==> config.mk <==
export PLATFORM = sky130hd
export DESIGN_NAME = axis_1553_decoder
export DESIGN_NICKNAME = d
export VERILOG_FILES = /design/src/rtl/axis_1553_pkg.sv /design/src/rtl/axis_1553_rx_sampler.sv /design/src/rtl/axis_1553_decoder.sv
export SDC_FILE = /design/constraint.sdc
export NUM_CORES = 1
export LEC_CHECK = 0
export BUFFER_PORTS_ARGS = -buffer_cell sky130_fd_sc_hd__buf_2
export CORE_UTILIZATION = 58
export CTS_CLUSTER_SIZE = 28
export DETAILED_ROUTE_END_ITERATION = 10
export GPL_TIMING_DRIVEN = 0
export HOLD_SLACK_MARGIN = 0.06
export PLACE_DENSITY = 0.86
export SYNTH_ARGS = -nofsm -noshare
export SYNTH_HDL_FRONTEND = slang
export SYNTH_SLANG_ARGS = --single-unit
==> constraint.sdc <==
create_clock -name aclk -period 1.99 [get_ports aclk]
set_input_delay 0.2985 -clock aclk [delete_from_list [all_inputs] [get_ports aclk]]
set_output_delay 0.2985 -clock aclk [all_outputs]
set_load 0.01 [all_outputs]
==> src/rtl/axis_1553_pkg.sv <==
// axis_1553_pkg: shared sync codes, tuser indices, line rate and FSM encoding for the 1553 decoder
package axis_1553_pkg;
  localparam logic [2:0] SYNC_CMD = 3'b100;
  localparam logic [2:0] SYNC_DATA = 3'b010;
  localparam int TU_OVR = 2;
  localparam int TU_MAN = 1;
  localparam int TU_PAR = 0;
  localparam int BASE_RATE = 1000000;
  typedef enum logic [1:0] {IDLE, SYNC_CHK, BITS, DONE} state_t;
  function automatic int clogb2(input int v);
    int r;
    r = 1;
    while ((1 << r) < v) r++;
    return r;
  endfunction
endpackage

==> src/rtl/axis_1553_rx_sampler.sv <==
// axis_1553_rx_sampler: two-flop synchronizer on the line plus a sample-enable divider
module axis_1553_rx_sampler
  import axis_1553_pkg::*;
#(
  parameter int div = 1
) (
  input  logic       aclk,
  input  logic       arst,
  input  logic [1:0] diff,
  output logic [1:0] diff_s,
  output logic       sample_en
);
  localparam int CW = clogb2(div);
  logic [1:0] s0;
  logic [CW-1:0] cnt;
  assign sample_en = cnt == CW'(div - 1);
  always_ff @(posedge aclk) begin
    if (arst) begin
      s0 <= '0;
      diff_s <= '0;
      cnt <= '0;
    end else begin
      s0 <= diff;
      diff_s <= s0;
      cnt <= sample_en ? '0 : cnt + 1'b1;
    end
  end
endmodule

==> src/rtl/axis_1553_decoder.sv <==
// axis_1553_decoder: 1553 Manchester receiver presenting decoded words on an AXI-Stream master.
// Optional error counter (err_count/err_clr) enabled by AXIS_1553_DECODER_ERR_CNT_EN.
module axis_1553_decoder
  import axis_1553_pkg::*;
#(
  parameter int clock_speed = 16000000,
  parameter int sample_rate = 16000000,
  parameter int sync_tol = 2
) (
  input  logic        aclk,
  input  logic        arst,
  input  logic        parity_set,
  input  logic [1:0]  diff,
  output logic [15:0] m_axis_tdata,
  output logic [7:0]  m_axis_tuser,
  output logic        m_axis_tvalid,
  input  logic        m_axis_tready
`ifdef AXIS_1553_DECODER_ERR_CNT_EN
  ,
  input  logic        err_clr,
  output logic [7:0]  err_count
`endif
);
  localparam int SPB = sample_rate / BASE_RATE;
  localparam int HALF = SPB / 2;
  localparam int Q1 = SPB / 4;
  localparam int Q3 = 3 * SPB / 4;
  localparam int SYNC = 3 * SPB / 2;
  localparam int RW = clogb2(SYNC + sync_tol + 2);
  localparam int CW = clogb2(SPB);
  state_t state, state_d;
  logic [1:0] diff_s;
  logic se, hi, vld, cur, stype, tail, h1, h1v, man, ovr;
  logic in_win, chg, bit_err, last, wrap, load, perr;
  logic [RW-1:0] run;
  logic [CW-1:0] cnt;
  logic [4:0] bidx;
  logic [16:0] sh;
  axis_1553_rx_sampler #(.div(clock_speed / sample_rate)) u_sampler (
    .aclk(aclk),
    .arst(arst),
    .diff(diff),
    .diff_s(diff_s),
    .sample_en(se)
  );
  assign hi = diff_s == 2'b01;
  assign vld = ^diff_s;
  assign in_win = run >= RW'(SYNC - sync_tol) && run <= RW'(SYNC + sync_tol);
  assign chg = vld && run != '0 && hi != cur;
  assign bit_err = !vld || !h1v || h1 == hi;
  assign wrap = cnt == CW'(SPB - 1);
  assign last = cnt == CW'(Q3) && bidx == 5'd17;
  assign load = !m_axis_tvalid || m_axis_tready;
  assign perr = sh[0] ^ (^sh[16:1]) ^ parity_set;
  always_ff @(posedge aclk) begin
    if (arst) state <= IDLE;
    else state <= state_d;
  end
  always_comb begin
    state_d = state;
    unique case (state)
      IDLE: state_d = (se && !tail && chg && in_win) ? SYNC_CHK : IDLE;
      SYNC_CHK: state_d = !(se && cnt == CW'(HALF)) ? SYNC_CHK : (vld && hi == cur) ? BITS : IDLE;
      BITS: state_d = (se && last) ? DONE : BITS;
      DONE: state_d = IDLE;
    endcase
  end
  always_ff @(posedge aclk) begin
    if (arst) begin
      run <= '0;
      cnt <= '0;
      bidx <= '0;
      sh <= '0;
      cur <= 1'b0;
      stype <= 1'b0;
      tail <= 1'b0;
      h1 <= 1'b0;
      h1v <= 1'b0;
      man <= 1'b0;
      ovr <= 1'b0;
      m_axis_tdata <= '0;
      m_axis_tuser <= '0;
      m_axis_tvalid <= 1'b0;
    end else begin
      if (se) begin
        unique case (state)
          // tail masks the rest of the parity window so a back-to-back sync run is not lengthened
          IDLE, DONE:
            if (tail) begin
              run <= '0;
              cnt <= wrap ? '0 : cnt + 1'b1;
              tail <= !wrap;
            end else if (!vld) run <= '0;
            else if (run == '0 || hi == cur) begin
              run <= &run ? run : run + 1'b1;
              cur <= hi;
            end else if (in_win) begin
              run <= '0;
              stype <= !cur;
              cur <= hi;
              cnt <= CW'(1);
            end else begin
              run <= RW'(1);
              cur <= hi;
            end
          // the sync's second half acts as window -1 so bit windows line up with cnt
          SYNC_CHK: begin
            cnt <= cnt == CW'(HALF) ? CW'(1) : cnt + 1'b1;
            bidx <= '0;
            man <= 1'b0;
          end
          BITS: begin
            cnt <= wrap ? '0 : cnt + 1'b1;
            if (wrap) bidx <= bidx + 1'b1;
            if (cnt == CW'(Q1)) begin
              h1 <= hi;
              h1v <= vld;
            end
            if (cnt == CW'(Q3) && bidx != '0) begin
              sh <= {sh[15:0], hi};
              man <= man | bit_err;
            end
            if (last) tail <= 1'b1;
          end
        endcase
      end
      if (state == DONE) begin
        if (load) begin
          m_axis_tdata <= sh[16:1];
          m_axis_tuser <= {stype ? SYNC_CMD : SYNC_DATA, 2'b00, ovr, man, perr};
          m_axis_tvalid <= 1'b1;
          ovr <= 1'b0;
        end else ovr <= 1'b1;
      end else if (m_axis_tready) m_axis_tvalid <= 1'b0;
    end
  end
`ifdef AXIS_1553_DECODER_ERR_CNT_EN
  logic inc;
  assign inc = state == DONE && (!load || man || perr);
  always_ff @(posedge aclk) begin
    if (arst || err_clr) err_count <= '0;
    else if (inc && err_count != 8'hFF) err_count <= err_count + 1'b1;
  end
`endif
endmodule

==> results of run 1 <==
## power by group through the flow
stage          Combinational [mW]  Clock, mW  Sequential (mW)
6_report                   0.0898       1.25             1.35
4_1_cts                    0.0887       1.27             1.35
2_1_floorplan              0.0636          0             1.38
3_3_place_gp               0.0851          0             1.38
5_1_grt                    0.0988       1.34             1.35
3_5_place_dp               0.0877          0             1.38
## worst max path at each step
stage / end / slack [ns] / depth (start not counted)
6_report: sh[0] / 0.11 / 8
5_1_grt: bidx[3] / 0.01 / 7
4_1_cts: cnt[3] / 0.05 / 7
3_5_place_dp: run[0] / -0.06 / 7
3_3_place_gp: run[0] / -0.03 / 7
2_1_floorplan: cnt[3] / 0.18 / 8
## cells by family (layout without fill, tap and decap cells)
kind of cell,Yosys count,count (layout),synth area share
mux,19,19,0.0612
compound gates,64,64,0.122
fa+ha+maj,14,14,0.0564
flops,67,67,0.432
other cells,1,4,0.00121
buf+inv,35,78,0.0548
simple gates,134,134,0.204
xor+xnor,22,22,0.0689
## cell type report
type / count / area [sq um] / area share
Clock inverter: 7 / 100 / 0.0278
Buffer: 20 / 114 / 0.0316
Multi-Input combinational cell: 257 / 1630 / 0.453
Tap cell: 70 / 87.6 / 0.0243
Inverter: 13 / 48.8 / 0.0136
Sequential cell: 67 / 1340 / 0.373
Clock buffer: 9 / 124 / 0.0344
Timing Repair Buffer: 29 / 153 / 0.0424
## critical path, cell delays in order, from the launching register on
cell and delay, ns:
dfxtp_2 0.35, inv_1 0.09, ha_1 0.34, and4b_1 0.29, nand3_1 0.12, buf_6 0.18
buf_12 0.14, mux2i_1 0.17, nor2_1 0.06
## synthesized netlist by cell type, types with 2 or more instances
cell	n	area share
a211oi_1	2	0.0048
a21oi_1	34	0.055
a22oi_1	3	0.0072
a31oi_1	3	0.0060
and2_1	3	0.0060
buf_4	4	0.0097
clkbuf_1	16	0.019
dfxtp_1	67	0.43
ha_1	14	0.056
inv_1	13	0.016
mux2i_1	19	0.061
nand2_1	48	0.058
nand2b_1	3	0.0060
nand3_1	6	0.0097
nand3b_1	2	0.0048
nand4_1	3	0.0060
nand4b_1	3	0.0085
nor2_1	42	0.051
nor2b_1	8	0.016
nor3_1	5	0.0081
nor4_1	2	0.0040
nor4bb_1	2	0.0064
o21ai_0	7	0.011
o21ai_1	3	0.0048
o31ai_1	4	0.0097
xnor2_1	14	0.039
xor2_1	6	0.017
## repair_timing
| action | in CTS | in global routing |
|---|---|---|
| setup buffers | 0 | 3 |
| hold endpoints to repair | 0 | 0 |
| setup endpoints to repair | 7 | 6 |
| gates resized for setup | 2 | 6 |
## flip-flops by register name, summed over array words and instances (netlist names), named ones only
name	flops
tail	1
h1v	1
cur	1
h1	1
m_axis_tdata	16
run	5
u_sampler.cnt	1
sh	17
ovr	1
u_sampler.s0	2
u_sampler.diff_s	2
m_axis_tuser	5
cnt	4
bidx	5
stype	1
state	1
m_axis_tvalid	1
man	1
## per-layer routing
metal	wire, um	global-route usage	vias up
li1	-	-	1275
met1	2700	0.284	1211
met2	3260	0.425	88
met3	321	0.0817	16
met4	191	0.119	0
met5	0	0	-
## per-stage QoR
step,util,instances,worst slack (ns)
global route,0.700,472,0.0126
floorplan,-,359,0.185
global placement,0.649,455,-0.0349
CTS,0.692,469,0.0548
finish,0.700,472,0.115
detailed placement,0.649,455,-0.0611
==> impl_metrics.tcl, run 1 <==
set metrics [dict create \
    hpwl_um 4530 \
    placed_area_sq_um 3340 \
    start_kind "flop" \
    holdCritStartpoint "diff[1]" \
    die_h_um 75.2 \
    finalSetupViolCount 0 \
    core_sq_um 5140 \
    route.detailed.drc 0 \
    fin_tns_setup_ns 0 \
    final_common_cell "dfxtp_1" \
    p_per_area_nw_per_um2 747 \
    io_buffers 26 \
    synthesis.area_sq_um 3110 \
    cts_tree "built" \
    tightest_slew_ns 0.632 \
    power_frac_seq 0.501 \
    cts_hold_buf 0 \
    crit_fanout 10 \
    cts.sinks 67 \
    power_mw 2.69 \
    nFillCells 399 \
    clkLatencyLatePin_ns 0.35 \
    htree_num_levels 3 \
    root_buffer "clkbuf_8" \
    whs_ns 0.159 \
    final_nets 417 \
    area_growth_pct 15.8 \
    ant_nets 0 \
    synthFlopType "dfxtp_1" \
    cts_max_path_buffers 2 \
    crit_required_ns 2.20 \
    synthArstFlopShare 0 \
    min_delay_path_depth 2 \
    period_share 0.942 \
    rr_endpoint "sh[0]" \
    final_layout_size_suffix_gt1_frac 0.154 \
    post-route-min-period_ns 1.88 \
    peakVddDrop_mv 0.666 \
    status "complete, no violations" \
    vias 2590 \
    die_area_sq_um 5650 \
    fin_worst_skew_ns 0.0108 \
    layout_common_cells "dfxtp_1, nand2_1, nor2_1" \
    power.switching_mw 0.601 \
    slew_headroom 0.579 \
    synth_seq_area_share 0.432 \
    clk_pin_slew_worst_paths_ns 0.07 \
    rrSetupSlack_ns 0.11 \
    worstRegToRegCells 8 \
    syn_inst 356 \
    grt_max_degree 14 \
    grt_pass1_wl_um 10400 \
    p_int_mw 2.09 \
    avgViaCountPerCell 5.49 \
    track_usage 0.250 \
    num_rows 26 \
    crit_start "state[0]" \
    combPwrFrac 0.033 \
    r2r_start "state[0]" \
    synth_enable_flop_cells 0 \
    leakage_nw 1.51 \
    finalMaxSlewViolations 0 \
    ys_types 47 \
    syn_avg_cell_area_sq_um 8.73 \
    cts_buffers 9 \
    rsz0062_at_grt "no" \
    clkPwrFrac 0.465 \
    ios 31 \
    critical_path_class "flop to flop" \
    wl_um 6480 \
    n_antenna_cell 0 \
    worstPathArrival_ns 2.09 \
    wl_per_cell_um 13.7 \
    dr.pass1.iters 4 \
    ys_ff_latch 67 \
    grt_pass1_vias 2343 \
    grt.overflow.total 0 \
    min_to "u_sampler.s0[1]" \
    fmax_mhz 533 \
    synth-warning-count 0 \
    die_width_um 75.2 \
    antenna_found_initial 0 \
    drt_iter0_markers 91 \
    holdCritPathClass "input pin to flop" \
    initial_core_util 0.604 \
    finalHoldViolations 0 \
    gp_congestion 0.828 \
    switching_share 0.223 \
    max_cap_violations 0 \
    endpoint_kind "flop" \
    final_cell_area_sq_um 3600 \
]
No activity file was read; power rests on OpenSTA's default activity.
==> inputs of run 2 (changes only) <==
==> constraint.sdc (replaced) <==
create_clock -name aclk -period 1.99 [get_ports aclk]
set_input_delay 0.199 -clock aclk [delete_from_list [all_inputs] [get_ports aclk]]
set_output_delay 0.199 -clock aclk [all_outputs]
set_load 0.01 [all_outputs]
==> impl_metrics.tcl, run 2 (synthesis results as in run 1) <==
set metrics [dict create \
    ios 31 \
    final_cell_area_sq_um 3620 \
    grt_pass1_wl_um 10400 \
    p_per_area_nw_per_um2 744 \
    crit_required_ns 2.20 \
    largest-register "sh" \
    p_int_mw 2.09 \
    finalSetupViolCount 0 \
    final_layout_size_suffix_gt1_frac 0.153 \
    num_rows 26 \
    cts_max_path_buffers 2 \
    switching_share 0.223 \
    peakVddDrop_mv 0.665 \
    rsz0062_at_grt "no" \
    hpwl_um 4530 \
    area_growth_pct 16.5 \
    period_share 0.939 \
    grt_pass1_vias 2361 \
    finalMaxSlewViolations 0 \
    grt_max_degree 14 \
    crit_fanout 10 \
    grt.overflow.total 0 \
    drt_iter0_markers 114 \
    cts_buffers 9 \
    gp_congestion 0.828 \
    top_usage_layer "met2" \
    critical_path_class "flop to flop" \
    io_buffers 26 \
    fin_worst_skew_ns 0.0117 \
    power.switching_mw 0.601 \
    core_sq_um 5140 \
    cts.sinks 67 \
    worstRegToRegCells 8 \
    fin_tns_setup_ns 0 \
    ant_nets 0 \
    htree_num_levels 3 \
    slew_headroom 0.580 \
    fmax_mhz 535 \
    route.detailed.drc 0 \
    avgViaCountPerCell 5.50 \
    ff_latch_area_sq_um 1340 \
    layout_common_cells "dfxtp_1, nand2_1, nor2_1" \
    leakage_nw 1.52 \
    clk_pin_slew_worst_paths_ns 0.07 \
    power_frac_seq 0.501 \
    endpoint_kind "flop" \
    start_kind "flop" \
    largest_register_ffs 17 \
    dr.pass1.iters 4 \
    die_h_um 75.2 \
    use_met1 0.284 \
    setup_ws_ns 0.120 \
    root_buffer "clkbuf_8" \
    max_cap_violations 0 \
    finalHoldViolations 0 \
    top_regs "sh (17), m_axis_tdata (16)" \
    combPwrFrac 0.034 \
    vias 2606 \
    nFillCells 403 \
    antenna_found_initial 0 \
    status "complete, no violations" \
    cts_tree "built" \
    min_delay_path_depth 3 \
    die_area_sq_um 5650 \
    wl_per_cell_um 13.7 \
    clkPwrFrac 0.465 \
    multi_input_area_sq_um 1630 \
    n_antenna_cell 0 \
    post-route-min-period_ns 1.87 \
    placed_area_sq_um 3340 \
    met3_usage 0.0817 \
    clkLatencyLatePin_ns 0.35 \
    wl_um 6510 \
    final_common_cell "dfxtp_1" \
    use_met2 0.429 \
    final_nets 419 \
    tightest_slew_ns 0.631 \
    initial_core_util 0.604 \
    die_width_um 75.2 \
    dpl_worst_slack_ns -0.0611 \
    track_usage 0.251 \
    holdCritPathClass "input pin to flop" \
    worstPathArrival_ns 2.08 \
]
-- run 2: what timing repair did --
action,in CTS,in global routing
pin swaps,0,0
resized for setup,2,6
hold endpoints to repair,2,0
cloned,0,0
setup buffers,0,3
endpoints found under the setup margin,7,6
hold buffers,2,0
-- run 2: worst max-delay path, stage by stage, from the launching register on --
cell	delay [ns]
dfxtp_2	0.35
inv_1	0.09
ha_1	0.34
and4b_1	0.28
nand3_1	0.12
buf_6	0.18
buf_12	0.14
mux2i_1	0.17
nor2_1	0.06
-- run 2: layout make-up --
type	count	share of cell area
repair buffers	31	0.0477
flip-flops and latches	67	0.371
clock buffers	9	0.0342
plain buffers	20	0.0315
well taps	70	0.0242
multi-input cells	257	0.450
inverters	13	0.0135
clock inverters	7	0.0277
-- run 2: final timing paths --
kind | from | end | slack (ns)
worst min register to register | m_axis_tdata[3] | m_axis_tdata[3] | 0.45
worst max-delay path | state[0] | sh[0] | 0.12
worst max register to register | state[0] | sh[0] | 0.12
worst min-delay path | m_axis_tready | m_axis_tvalid | 0.18
-- run 2: power by group through the flow --
stage	clock, mW	combinational [mW]	sequential (mW)
after floorplan	0	0.0636	1.38
after global placement	0	0.0851	1.38
after detailed placement	0	0.0877	1.38
after CTS	1.27	0.0916	1.35
after global routing	1.34	0.102	1.35
final	1.25	0.0927	1.35
-- run 2: per-stage QoR --
stage          hold WS, ns  instances  utilization  power, mW
3_5_place_dp         0.415        455        0.649       1.47
2_1_floorplan        0.327        359            -       1.44
5_1_grt              0.179        474        0.704       2.79
4_1_cts              0.176        471        0.696       2.71
3_3_place_gp         0.411        455        0.649       1.46
6_report             0.179        474        0.704       2.69
-- run 2: layer usage --
metal | routed length [um] | vias up
met5 | 0 | -
li1 | - | 1282
met4 | 171 | 0
met1 | 2740 | 1239
met2 | 3320 | 70
met3 | 285 | 15
